## src/rtl/hilo_div_unit.sv

```systemverilog
// hilo_div_unit: multi-cycle DIV/DIVU unit owning the architectural HI/LO registers.
// Latency: start accepted at edge 0 -> HI/LO written and o_done=1 after edge WIDTH+1.
// Backpressure: o_stall holds the EX stage on start/MFxx/MTxx while a divide runs.
//
// Ports:
//   i_clk, i_rst               clock, synchronous active-high reset
//   i_start, i_is_signed       issue DIV (signed) / DIVU (unsigned)
//   i_dividend, i_divisor      operands, captured when the start is accepted
//   i_mthi, i_mtlo, i_wdata    direct HI/LO writes (IDLE only)
//   i_hilo_read                EX stage holds MFHI/MFLO (affects stall only)
//   o_hi, o_lo                 HI (remainder) / LO (quotient)
//   o_busy, o_done, o_stall    status and interlock
module hilo_div_unit #(
  parameter int WIDTH = 16
) (
  input  logic             i_clk,
  input  logic             i_rst,
  input  logic             i_start,
  input  logic             i_is_signed,
  input  logic [WIDTH-1:0] i_dividend,
  input  logic [WIDTH-1:0] i_divisor,
  input  logic             i_mthi,
  input  logic             i_mtlo,
  input  logic [WIDTH-1:0] i_wdata,
  input  logic             i_hilo_read,
  output logic [WIDTH-1:0] o_hi,
  output logic [WIDTH-1:0] o_lo,
  output logic             o_busy,
  output logic             o_done,
  output logic             o_stall
);

  localparam int CW = (WIDTH > 1) ? $clog2(WIDTH) : 1;

  typedef enum logic [1:0] {
    S_IDLE = 2'd0,
    S_ITER = 2'd1,
    S_FIX  = 2'd2
  } state_t;

  state_t           r_state;
  state_t           w_next;

  logic [WIDTH-1:0] r_hi;
  logic [WIDTH-1:0] r_lo;
  logic             r_done;
  logic [CW-1:0]    r_count;
  logic [WIDTH-1:0] r_rem;    // partial remainder, always < divisor
  logic [WIDTH-1:0] r_quo;    // dividend magnitude shifting out, quotient shifting in
  logic [WIDTH-1:0] r_dvs;    // divisor magnitude
  logic [WIDTH-1:0] r_raw;    // raw dividend, returned in HI on divide-by-zero
  logic             r_q_neg;
  logic             r_r_neg;
  logic             r_dz;

  // Operand magnitudes. The most-negative value negates to itself, which is
  // exactly its unsigned magnitude, so no extra bit is needed.
  logic             w_dd_neg;
  logic             w_dv_neg;
  logic [WIDTH-1:0] w_dd_abs;
  logic [WIDTH-1:0] w_dv_abs;

  assign w_dd_neg = i_is_signed & i_dividend[WIDTH-1];
  assign w_dv_neg = i_is_signed & i_divisor[WIDTH-1];
  assign w_dd_abs = w_dd_neg ? (~i_dividend + 1'b1) : i_dividend;
  assign w_dv_abs = w_dv_neg ? (~i_divisor + 1'b1) : i_divisor;

  // One restoring step. The shifted remainder is WIDTH+1 bits so the compare
  // never wraps; when it is >= divisor the true difference is < divisor, so
  // the low WIDTH bits of the subtraction are exact.
  logic [WIDTH:0]   w_shift;
  logic             w_ge;
  logic [WIDTH-1:0] w_sub;
  logic [WIDTH-1:0] w_rem_next;

  assign w_shift    = {r_rem, r_quo[WIDTH-1]};
  assign w_ge       = (w_shift >= {1'b0, r_dvs});
  assign w_sub      = w_shift[WIDTH-1:0] - r_dvs;
  assign w_rem_next = w_ge ? w_sub : w_shift[WIDTH-1:0];

  // Sign fix-up applied once the magnitudes are known.
  logic [WIDTH-1:0] w_lo_fix;
  logic [WIDTH-1:0] w_hi_fix;

  assign w_lo_fix = r_dz ? {WIDTH{1'b1}} :
                    (r_q_neg ? (~r_quo + 1'b1) : r_quo);
  assign w_hi_fix = r_dz ? r_raw :
                    (r_r_neg ? (~r_rem + 1'b1) : r_rem);

  always_comb begin
    w_next = r_state;
    case (r_state)
      S_IDLE:  if (i_start) w_next = S_ITER;
      S_ITER:  if (r_count == '0) w_next = S_FIX;
      S_FIX:   w_next = S_IDLE;
      default: w_next = S_IDLE;
    endcase
  end

  always_ff @(posedge i_clk) begin
    if (i_rst) begin
      r_state <= S_IDLE;
      r_hi    <= '0;
      r_lo    <= '0;
      r_done  <= 1'b0;
      r_count <= '0;
      r_rem   <= '0;
      r_quo   <= '0;
      r_dvs   <= '0;
      r_raw   <= '0;
      r_q_neg <= 1'b0;
      r_r_neg <= 1'b0;
      r_dz    <= 1'b0;
    end else begin
      r_state <= w_next;
      r_done  <= 1'b0;
      case (r_state)
        S_IDLE: begin
          if (i_start) begin
            // A start in the same cycle as MTHI/MTLO takes priority; the moves are dropped.
            r_quo   <= w_dd_abs;
            r_dvs   <= w_dv_abs;
            r_rem   <= '0;
            r_raw   <= i_dividend;
            r_q_neg <= w_dd_neg ^ w_dv_neg;
            r_r_neg <= w_dd_neg;
            r_dz    <= (i_divisor == '0);
            r_count <= CW'(WIDTH - 1);
          end else begin
            if (i_mthi) r_hi <= i_wdata;
            if (i_mtlo) r_lo <= i_wdata;
          end
        end
        S_ITER: begin
          r_rem   <= w_rem_next;
          r_quo   <= {r_quo[WIDTH-2:0], w_ge};
          r_count <= r_count - 1'b1;
        end
        S_FIX: begin
          r_lo   <= w_lo_fix;
          r_hi   <= w_hi_fix;
          r_done <= 1'b1;
        end
        default: ;
      endcase
    end
  end

  assign o_hi    = r_hi;
  assign o_lo    = r_lo;
  assign o_done  = r_done;
  assign o_busy  = (r_state != S_IDLE);
  assign o_stall = o_busy & (i_start | i_hilo_read | i_mthi | i_mtlo);

endmodule

```

## config.mk

```make
export PLATFORM = sky130hd
export DESIGN_NAME = hilo_div_unit
export DESIGN_NICKNAME = d
export VERILOG_FILES = /design/src/rtl/hilo_div_unit.sv
export SDC_FILE = /design/constraint.sdc
export NUM_CORES = 1
export LEC_CHECK = 0
export BUFFER_PORTS_ARGS = -buffer_cell sky130_fd_sc_hd__buf_4
export CORE_ASPECT_RATIO = 0.5
export CORE_MARGIN = 4
export CORE_UTILIZATION = 30
export DETAILED_ROUTE_END_ITERATION = 12
export PLACE_DENSITY_LB_ADDON = 0.08
export SYNTH_ARGS = -nofsm -noshare
export SYNTH_HDL_FRONTEND = slang
export SYNTH_SLANG_ARGS = --single-unit
export TNS_END_PERCENT = 5
```

## constraint.sdc

```tcl
create_clock -name i_clk -period 2.62 [get_ports i_clk]
set_input_delay 0.524 -clock i_clk [delete_from_list [all_inputs] [get_ports i_clk]]
set_output_delay 0.524 -clock i_clk [all_outputs]
set_load 0.02 [all_outputs]
```

==> impl_metrics.toml, run 1 <==
[outcome]
status = "completed"

[route]
via_per_inst = 5.118
dr.pass1.iters = 5
wl_per_cell_um = 18.09
dr.first_iter.drc_count = 339
vias = 6177
ant_nets = 0
finalWirelength_mm = 21.83
drc = 0

[clock_tree]
cts_made_buffers = 9
ctsLongestPathBuffers = 2
htreeDepth = 3
worstSkewPairLatency_ns = 0.36
clkTransAtPathRegs_ns = 0.08
cts_tree = "built"
cts_root_buf = "clkbuf_16"
cts.sinks = 106
holdBufCountCts = 0

[critical_path]
crit_arrival_ns = 2.74
worst_setup_path_start_kind = "flop"
cpMostUsedCell = "nand2_1"
worst_ep_required_time_ns = 2.92
crit_chain = "inv_1, ha_1, nand2_1, or3_4, nor3_2, o21ai_1, o311a_1, buf_12, or4b_1, nand2_1"
cp_num_buf_inv = 2
critical_path_cell_count = 10
path_delay_family = "simple AND/OR/NAND/NOR gates"
slowest_stage = "or4b_1"
cpPeakStageDelay_ns = 0.51
endpoint_kind = "flop"
r2r_cells = 10
criticalPathCategory = "flop to flop"
crit_fanout = 13

[sta]
period_share_pct = 93.19
hold_viol_final = 0
period_needed_ns = 2.442
max_slew_margin_pct = 17.75
drv_slew = 0
skew_ns = 0.008382
fmax_mhz = 409.6
rsz0062_at_grt = "false"
finalSetupViolations = 0
setup_tns_ns = 0
tightest_slew_ns = 1.229

[die]
rows = 37
fp.dieW_um = 213.9
initial_core_util_pct = 30.74
die-area_um2 = 23740
core-area_um2 = 20690
io_pins = 90
fp.dieH_um = 111.0

[logic_synthesis]
ys_warn_count = 0
synthFlopType = "dfxtp_1"
synth-adder-area-share_pct = 4.445
avgSynthCellArea_um2 = 7.636
yosysUniqueCellTypes = 61
syn-instance-count = 833
ys_seq_area_share_pct = 33.36
synth_compound_area_share_pct = 23.70
syn_area_um2 = 6361
yosys.area.top_type_share_pct = 33.36
async_flop_share_pct = 0
synth_area_leaders = "dfxtp_1, nand2_1, a21oi_1, nor2_1, xnor2_1"
synth_fp_nets = 910
synth_edf_count = 0
synthSimpleGateAreaFrac_pct = 20.57
synth_top_area_cell = "dfxtp_1"
synth-xor-area-share_pct = 8.812
synth_top_family_by_area = "compound AO/OA/AOI/OAI gates"
muxShareOfSynthArea_pct = 3.482
ys_seq_elements = 106

[global_route]
busiest_layer = "met2"
use_met3_pct = 3.149
grt_util_all_layers_pct = 18.11
global_route.usage.met2_pct = 29.51
grt_max_degree = 43
grt_pass1_wl_mm = 34.40
grt.overflow.total = 0
antenna_found_initial = 0
grt_pass1_vias = 5909
grt_util_met1_pct = 25.60

[placement]
dpl.cell_count = 1191
io_buffer_count = 89
place.gp.congestion = 0.8562
hpwlAfterDp_mm = 16.91

[finish]
drive_gt1_share_pct = 18.52
antenna_cells = 0
final_cell_mix = "buf_4, nand2_1, dfxtp_1, nor2_1, a21oi_1"
nets = 1006
layoutNonFillerInstCount = 1207
final_common_cell = "buf_4"
area_delta_synth_final_pct = 23.54
utilization_pct = 37.98

[power]
p_int_mw = 3.622
irDropWorstVdd_v = 0.0002798
sw_frac_of_total_pct = 37.40
clkPwrFrac_pct = 25.1
p_leak_nw = 3.201
power.share.combinational_pct = 41.9
total_power_mw = 5.786
p_per_area_nw_per_um2 = 736.2
p_seq_share_pct = 33.1
p_sw_mw = 2.164

[min_path]
min_path_type = "input port to flop"
hold_depth = 3

[flow_run]
timing.max_cap.violations = 0
==> worst reg2reg max path: stages (launching register included) <==
cell and delay [ns]:
dfxtp_1 0.31, inv_1 0.05, ha_1 0.34, nand2_1 0.11, or3_4 0.39, nor3_2 0.17
o21ai_1 0.08, o311a_1 0.19, buf_12 0.18, or4b_1 0.51, nand2_1 0.07
==> synth_stat cells, types with 5 or more instances <==
cell type	number
nor2b_1	6
nand2_1	125
mux2i_1	21
inv_1	35
nand2b_1	6
a32oi_1	6
nand3_1	14
a31oi_1	5
clkbuf_1	43
o21ai_1	8
xor2_1	32
o221ai_1	7
nor2_1	88
o31ai_1	10
a21oi_1	81
xnor2_1	32
dfxtp_1	106
ha_1	21
a22oi_1	9
a221oi_1	6
nor4_1	8
a311oi_1	7
o22ai_1	8
o21ai_0	44
nor3_1	16
a211oi_1	23
==> metal layers <==
metal  up-vias  wire length (µm)
met5         -                 0
met1      2904             10820
met3        10               844
li1       3132                 -
met4         0               151
met2       131             10020
==> power groups by stage <==
stage | sequential, mW | clock (mW) | combinational (mW)
2_1_floorplan | 1.97 | 0 | 1.60
3_3_place_gp | 1.95 | 0 | 2.38
3_5_place_dp | 1.95 | 0 | 2.40
4_1_cts | 1.91 | 1.50 | 2.40
5_1_grt | 1.93 | 1.56 | 2.67
6_report | 1.91 | 1.45 | 2.42
==> registers in the layout, indices dropped and copies added (netlist names) <==
register,cells
r_rem,16
r_quo,16
r_count,4
r_dvs,16
r_dz,1
r_raw,16
o_lo,16
o_hi,16
o_done,1
r_q_neg,1
r_r_neg,1
r_state,2
==> what timing repair did <==
action                                 4_1_cts  5_1_grt
gates resized for setup                      0        7
setup buffers                                0        0
setup endpoints to repair                    0       14
endpoints found under the hold margin        0        0
==> per-stage QoR <==
| stage | worst slack (ns) | cell area, µm² | hold slack [ns] |
|---|---|---|---|
| 6_report | 0.1784 | 7859 | 0.4413 |
| 5_1_grt | 0.02384 | 7859 | 0.4297 |
| 4_1_cts | 0.09466 | 7820 | 0.4218 |
| 3_5_place_dp | 0.1136 | 7510 | 0.4469 |
| 3_3_place_gp | 0.1366 | 7510 | 0.4411 |
| 2_1_floorplan | 0.1747 | 6361 | 0.4319 |
==> kinds of logic after synthesis <==
group                      after synthesis
adders and majority gates               22
DFF                                    106
muxes                                   22
and+or+nand+nor                        294
buffers and inverters                   85
xor gates and xnor gates                64
AOI/OAI and AO/OA                      240
==> layout make-up <==
type	instances	area, µm²
inverters	35	131.4
flip-flops and latches	106	2122
well taps	273	341.6
fillers	2198	12830
multi-input cells	642	3928
clock inverters	7	85.08
repair buffers	135	1026
clock buffers	9	225.2
==> path summary, 6_finish.rpt <==
path	slack, ns	end	start
worst max-delay path	0.18	r_rem[13]	r_dvs[4]
worst min-delay path	0.44	o_hi[2]	i_wdata[2]
worst max register to register	0.18	r_rem[13]	r_dvs[4]
worst min register to register	0.46	o_lo[8]	o_lo[8]
(Power assumes the default switching activity.)
==> run 2, diff against run 1 <==
--- a/config.mk
+++ b/config.mk
@@ -5,11 +5,11 @@
 export SDC_FILE = /design/constraint.sdc
 export NUM_CORES = 1
 export LEC_CHECK = 0
-export BUFFER_PORTS_ARGS = -buffer_cell sky130_fd_sc_hd__buf_4
 export CORE_ASPECT_RATIO = 0.5
 export CORE_MARGIN = 4
-export CORE_UTILIZATION = 30
+export CORE_UTILIZATION = 50
 export DETAILED_ROUTE_END_ITERATION = 12
+export DONT_BUFFER_PORTS = 1
 export PLACE_DENSITY_LB_ADDON = 0.08
 export SYNTH_ARGS = -nofsm -noshare
 export SYNTH_HDL_FRONTEND = slang
==> impl_metrics.toml, run 2 (same netlist as run 1, synthesis figures left out) <==
[outcome]
status = "completed"

[power]
clkPwrFrac_pct = 25.4
p_int_mw = 3.379
p_per_area_nw_per_um2 = 786.7
p_sw_mw = 2.049
p_leak_nw = 2.667
total_power_mw = 5.428
p_seq_share_pct = 36.5
power.share.combinational_pct = 38.1
sw_frac_of_total_pct = 37.75
irDropWorstVdd_v = 0.0003972

[critical_path]
r2r-end = "r_rem[15]"
worst_ep_required_time_ns = 2.91
path_delay_family = "simple AND/OR/NAND/NOR gates"
crit_chain = "inv_1, ha_1, nand4_1, or3_4, nor3_2, o21ai_1, o311a_1, or4_1, nand2_1"
cp_num_buf_inv = 1
criticalPathCategory = "flop to flop"
crit_arrival_ns = 2.78
crit_fanout = 6
r2r_cells = 9
endpoint_kind = "flop"
startpoint = "r_dvs[7]"
cpPeakStageDelay_ns = 0.55
worst_setup_path_start_kind = "flop"
rrSetupSlack_ns = 0.13
slowest_stage = "or4_1"
timing.rr.start = "r_dvs[7]"

[route]
drc = 0
ant_nets = 0
dr.first_iter.drc_count = 409
vias = 5882
via_per_inst = 5.912
wl_met1_mm = 8.577
finalWirelength_mm = 17.88
dr.pass1.iters = 5
maxUsedRoutingLayer = "met4"
met3_length_mm = 1.370
dr_wl_met2_mm = 7.736
wl_per_cell_um = 17.97

[finish]
final_cell_mix = "nand2_1, dfxtp_1, nor2_1, a21oi_1, o21ai_0"
nFillCells = 1176
nets = 902
multi_input_area_um2 = 3895
drive_gt1_share_pct = 7.831
antenna_cells = 0
ff_latch_area_um2 = 2122
area_delta_synth_final_pct = 8.478
final_common_cell = "nand2_1"

[clock_tree]
cts.sinks = 106
cts_made_buffers = 9
cts_root_buf = "clkbuf_16"
postCtsSetupBuffers = 0
htreeDepth = 3
clkTransAtPathRegs_ns = 0.08
worstSkewPairLatency_ns = 0.36
cts_tree = "built"
ctsLongestPathBuffers = 2

[sta]
drv_slew = 0
skew_ns = 0.01314
fmax_mhz = 402.2
hold_viol_final = 0
tightest_slew_ns = 1.108
max_slew_margin_pct = 25.88
period_needed_ns = 2.486
rsz0062_at_grt = "false"
finalSetupViolations = 0
setup_tns_ns = 0
period_share_pct = 94.90

[min_path]
hold_path.startpoint = "i_rst"
min_path_type = "input port to flop"
hold_depth = 1
hold_end = "r_count[3]"

[die]
fp.dieH_um = 87.76
fp.dieW_um = 167.5
initial_core_util_pct = 52.48
core-area_um2 = 12120
die-area_um2 = 14700
rows = 28
io_pins = 90

[flow_run]
timing.max_cap.violations = 0

[placement]
io_buffer_count = 0
hpwlAfterDp_mm = 13.66
place.gp.congestion = 0.8910

[global_route]
grt_pass1_wl_mm = 28.72
grt_max_degree = 94
grt_util_all_layers_pct = 24.07
grt_pass1_vias = 5466
grt.overflow.total = 0
antenna_found_initial = 0
run 2: worst max-delay path by stage:
stage,to,cells past startpoint,slack (ns)
3_3_place_gp,r_rem[11],10,0.16
4_1_cts,r_rem[3],10,0.04
2_1_floorplan,r_rem[10],10,0.17
5_1_grt,r_rem[10],10,0.0006
6_report,r_rem[15],9,0.13
3_5_place_dp,r_rem[3],10,0.06
run 2: area by class of cell:
type / instances / area share, %
clock buffers: 9 / 3.264
clock inverters: 7 / 1.088
inverters: 35 / 1.904
multi-input cells: 642 / 56.45
flip-flops and latches: 106 / 30.75
well taps: 165 / 2.992
repair buffers: 31 / 3.554
run 2: worst register-to-register path: stages (launching register included):
cell and delay, ns:
dfxtp_1 0.33, inv_1 0.04, ha_1 0.39, nand4_1 0.17, or3_4 0.37, nor3_2 0.20, o21ai_1 0.09, o311a_1 0.21
or4_1 0.55, nand2_1 0.07
run 2: metrics by stage:
stage / instances / area, µm² / utilization (%) / worst slack [ns] / hold slack (ns)
global route: 995 / 6900 / 56.93 / 0.0006126 / 0.2330
CTS: 995 / 6894 / 56.87 / 0.04072 / 0.2316
floorplan: 833 / 6361 / - / 0.1747 / 0.4319
global placement: 979 / 6594 / 54.40 / 0.1564 / 0.4367
finish: 995 / 6900 / 56.93 / 0.1337 / 0.2451
detailed placement: 979 / 6594 / 54.40 / 0.06487 / 0.4416
run 2: what timing repair did:
item / in CTS / in global routing
hold buffers: 0 / 0
resized for setup: 0 / 2
setup endpoints to repair: 0 / 14
run 2: power by group through the flow:
stage	clock, mW	combinational (mW)	sequential (mW)
global placement	0	2.00	2.01
CTS	1.40	2.04	1.98
global route	1.46	2.27	2.00
finish	1.38	2.07	1.98
floorplan	0	1.60	1.97
detailed placement	0	2.03	2.02
run 2: routing by layer:
metal  vias to the layer above  track usage [%]
met5                         -                0
met4                         0            4.271
met3                        21            6.041
met2                       195            38.58
met1                      2742            33.63
li1                       2924                -
==> run 3, diff against run 2 <==
--- a/config.mk
+++ b/config.mk
@@ -7,7 +7,7 @@
 export LEC_CHECK = 0
 export CORE_ASPECT_RATIO = 0.5
 export CORE_MARGIN = 4
-export CORE_UTILIZATION = 50
+export CORE_UTILIZATION = 45
 export DETAILED_ROUTE_END_ITERATION = 12
 export DONT_BUFFER_PORTS = 1
 export PLACE_DENSITY_LB_ADDON = 0.08
==> impl_metrics.toml, run 3 (same netlist as run 1, synthesis figures left out) <==
[clock_tree]
cts_made_buffers = 9
clkTransAtPathRegs_ns = 0.08
cts_root_buf = "clkbuf_16"
cts.sinks = 106
cts_tree = "built"
holdBufCountCts = 0
ctsLongestPathBuffers = 2
worstSkewPairLatency_ns = 0.35
htreeDepth = 3

[critical_path]
critical_path_cell_count = 10
crit_fanout = 12
cp_num_buf_inv = 2
cpPeakStageDelay_ns = 0.52
slowest_stage = "or4_1"
criticalPathCategory = "flop to flop"
crit_arrival_ns = 2.82
rrSetupSlack_ns = 0.1
worst_setup_path_start_kind = "flop"
worst_ep_required_time_ns = 2.92
r2r_cells = 10
path_delay_family = "simple AND/OR/NAND/NOR gates"
endpoint_kind = "flop"
crit_chain = "inv_1, ha_1, nand4_1, or3_4, nor3_2, o21ai_1, o311a_1, buf_4, or4_1, nand2_1"

[route]
via_per_inst = 5.654
wl_per_cell_um = 18.12
vias = 5829
dr.pass1.iters = 5
dr.first_iter.drc_count = 411
drc = 0
ant_nets = 0
finalWirelength_mm = 18.68

[die]
rows = 30
io_pins = 90
core-area_um2 = 13700
initial_core_util_pct = 46.43
fp.dieW_um = 176.1
fp.dieH_um = 92.07
die-area_um2 = 16220

[placement]
pre_cts_ws_ns = 0.08156
hpwlAfterDp_mm = 14.38
io_buffer_count = 0
place.gp.congestion = 0.9057

[global_route]
grt_pass1_vias = 5381
grt_util_all_layers_pct = 22.53
grt_pass1_wl_mm = 29.21
global_route.usage.met2_pct = 34.94
grt_max_degree = 94
antenna_found_initial = 0
busiest_layer = "met2"
grt.overflow.total = 0
use_met3_pct = 5.025
grt_util_met1_pct = 31.89

[finish]
drive_gt1_share_pct = 8.939
final_common_cell = "nand2_1"
nets = 911
antenna_cells = 0
area_delta_synth_final_pct = 10.54
final_cell_mix = "nand2_1, dfxtp_1, nor2_1, a21oi_1, o21ai_0"

[sta]
drv_slew = 0
fmax_mhz = 396.5
period_share_pct = 96.27
period_needed_ns = 2.522
rsz0062_at_grt = "false"
tightest_slew_ns = 0.9981
max_slew_margin_pct = 33.22
setup_ws_ns = 0.09784
skew_ns = 0.01397
setup_tns_ns = 0
hold_viol_final = 0
finalSetupViolations = 0

[flow_run]
timing.max_cap.violations = 0

[power]
total_power_mw = 5.503
irDropWorstVdd_v = 0.0003885
p_leak_nw = 2.715
p_per_area_nw_per_um2 = 782.5

[outcome]
status = "completed"

[min_path]
hold_depth = 1
min_path_type = "input port to flop"
-- run 3: changes by cell type in the layout (fill, tap and decap cells not counted), sizes merged --
cell    previous run  this run
buf               31        40
inv               40        38
clkinv             1         3
-- run 3: path summary, 6_finish.rpt --
check               to       from
min reg2reg  r_dvs[15]  r_dvs[15]
max reg2reg  r_rem[15]   r_dvs[8]
min           r_dvs[3]      i_rst
max          r_rem[15]   r_dvs[8]
-- run 3: worst reg2reg max path, cell delays in order, from the launching register on --
cell and delay, ns:
dfxtp_1 0.35, inv_1 0.05, ha_1 0.29, nand4_1 0.16, or3_4 0.37, nor3_2 0.19
o21ai_1 0.08, o311a_1 0.18, buf_4 0.21, or4_1 0.52, nand2_1 0.07
-- run 3: final cells by class --
class                   count  area (µm²)
well taps                 192       240.2
flip-flops and latches    106        2122
multi-input cells         642        3908
repair buffers             40       325.3
inverters                  35       131.4
fillers                  1359        6669
clock buffers               9       225.2
clock inverters             7       80.08
-- run 3: repair_timing --
action | 4_1_cts | 5_1_grt
resized for setup | 0 | 3
setup buffers | 0 | 0
endpoints found under the setup margin | 0 | 10
-- run 3: power by group --
group | leakage, nW | internal, mW | switching [mW]
Sequential | 0.869 | 1.77 | 0.195
Combinational | 1.70 | 0.991 | 1.17
Clock | 0.146 | 0.681 | 0.698
Total | 2.71 | 3.44 | 2.06
-- run 3: per-layer routing --
| metal | wire length (µm) | vias to the layer above |
|---|---|---|
| met5 | 0 | - |
| met2 | 8106 | 175 |
| met1 | 8992 | 2692 |
| met3 | 1286 | 17 |
| li1 | - | 2945 |
| met4 | 295 | 0 |
-- run 3: per-stage QoR --
stage                     std cells  utilization [%]  hold WS, ns  instance area [µm²]
after detailed placement       1015            48.96       0.4420                 6708
after floorplan                 833                -       0.4319                 6361
after CTS                      1031            51.19       0.2331                 7013
after global routing           1031            51.32       0.2287                 7032
final                          1031            51.32       0.2440                 7032
after global placement         1015            48.96       0.4349                 6708
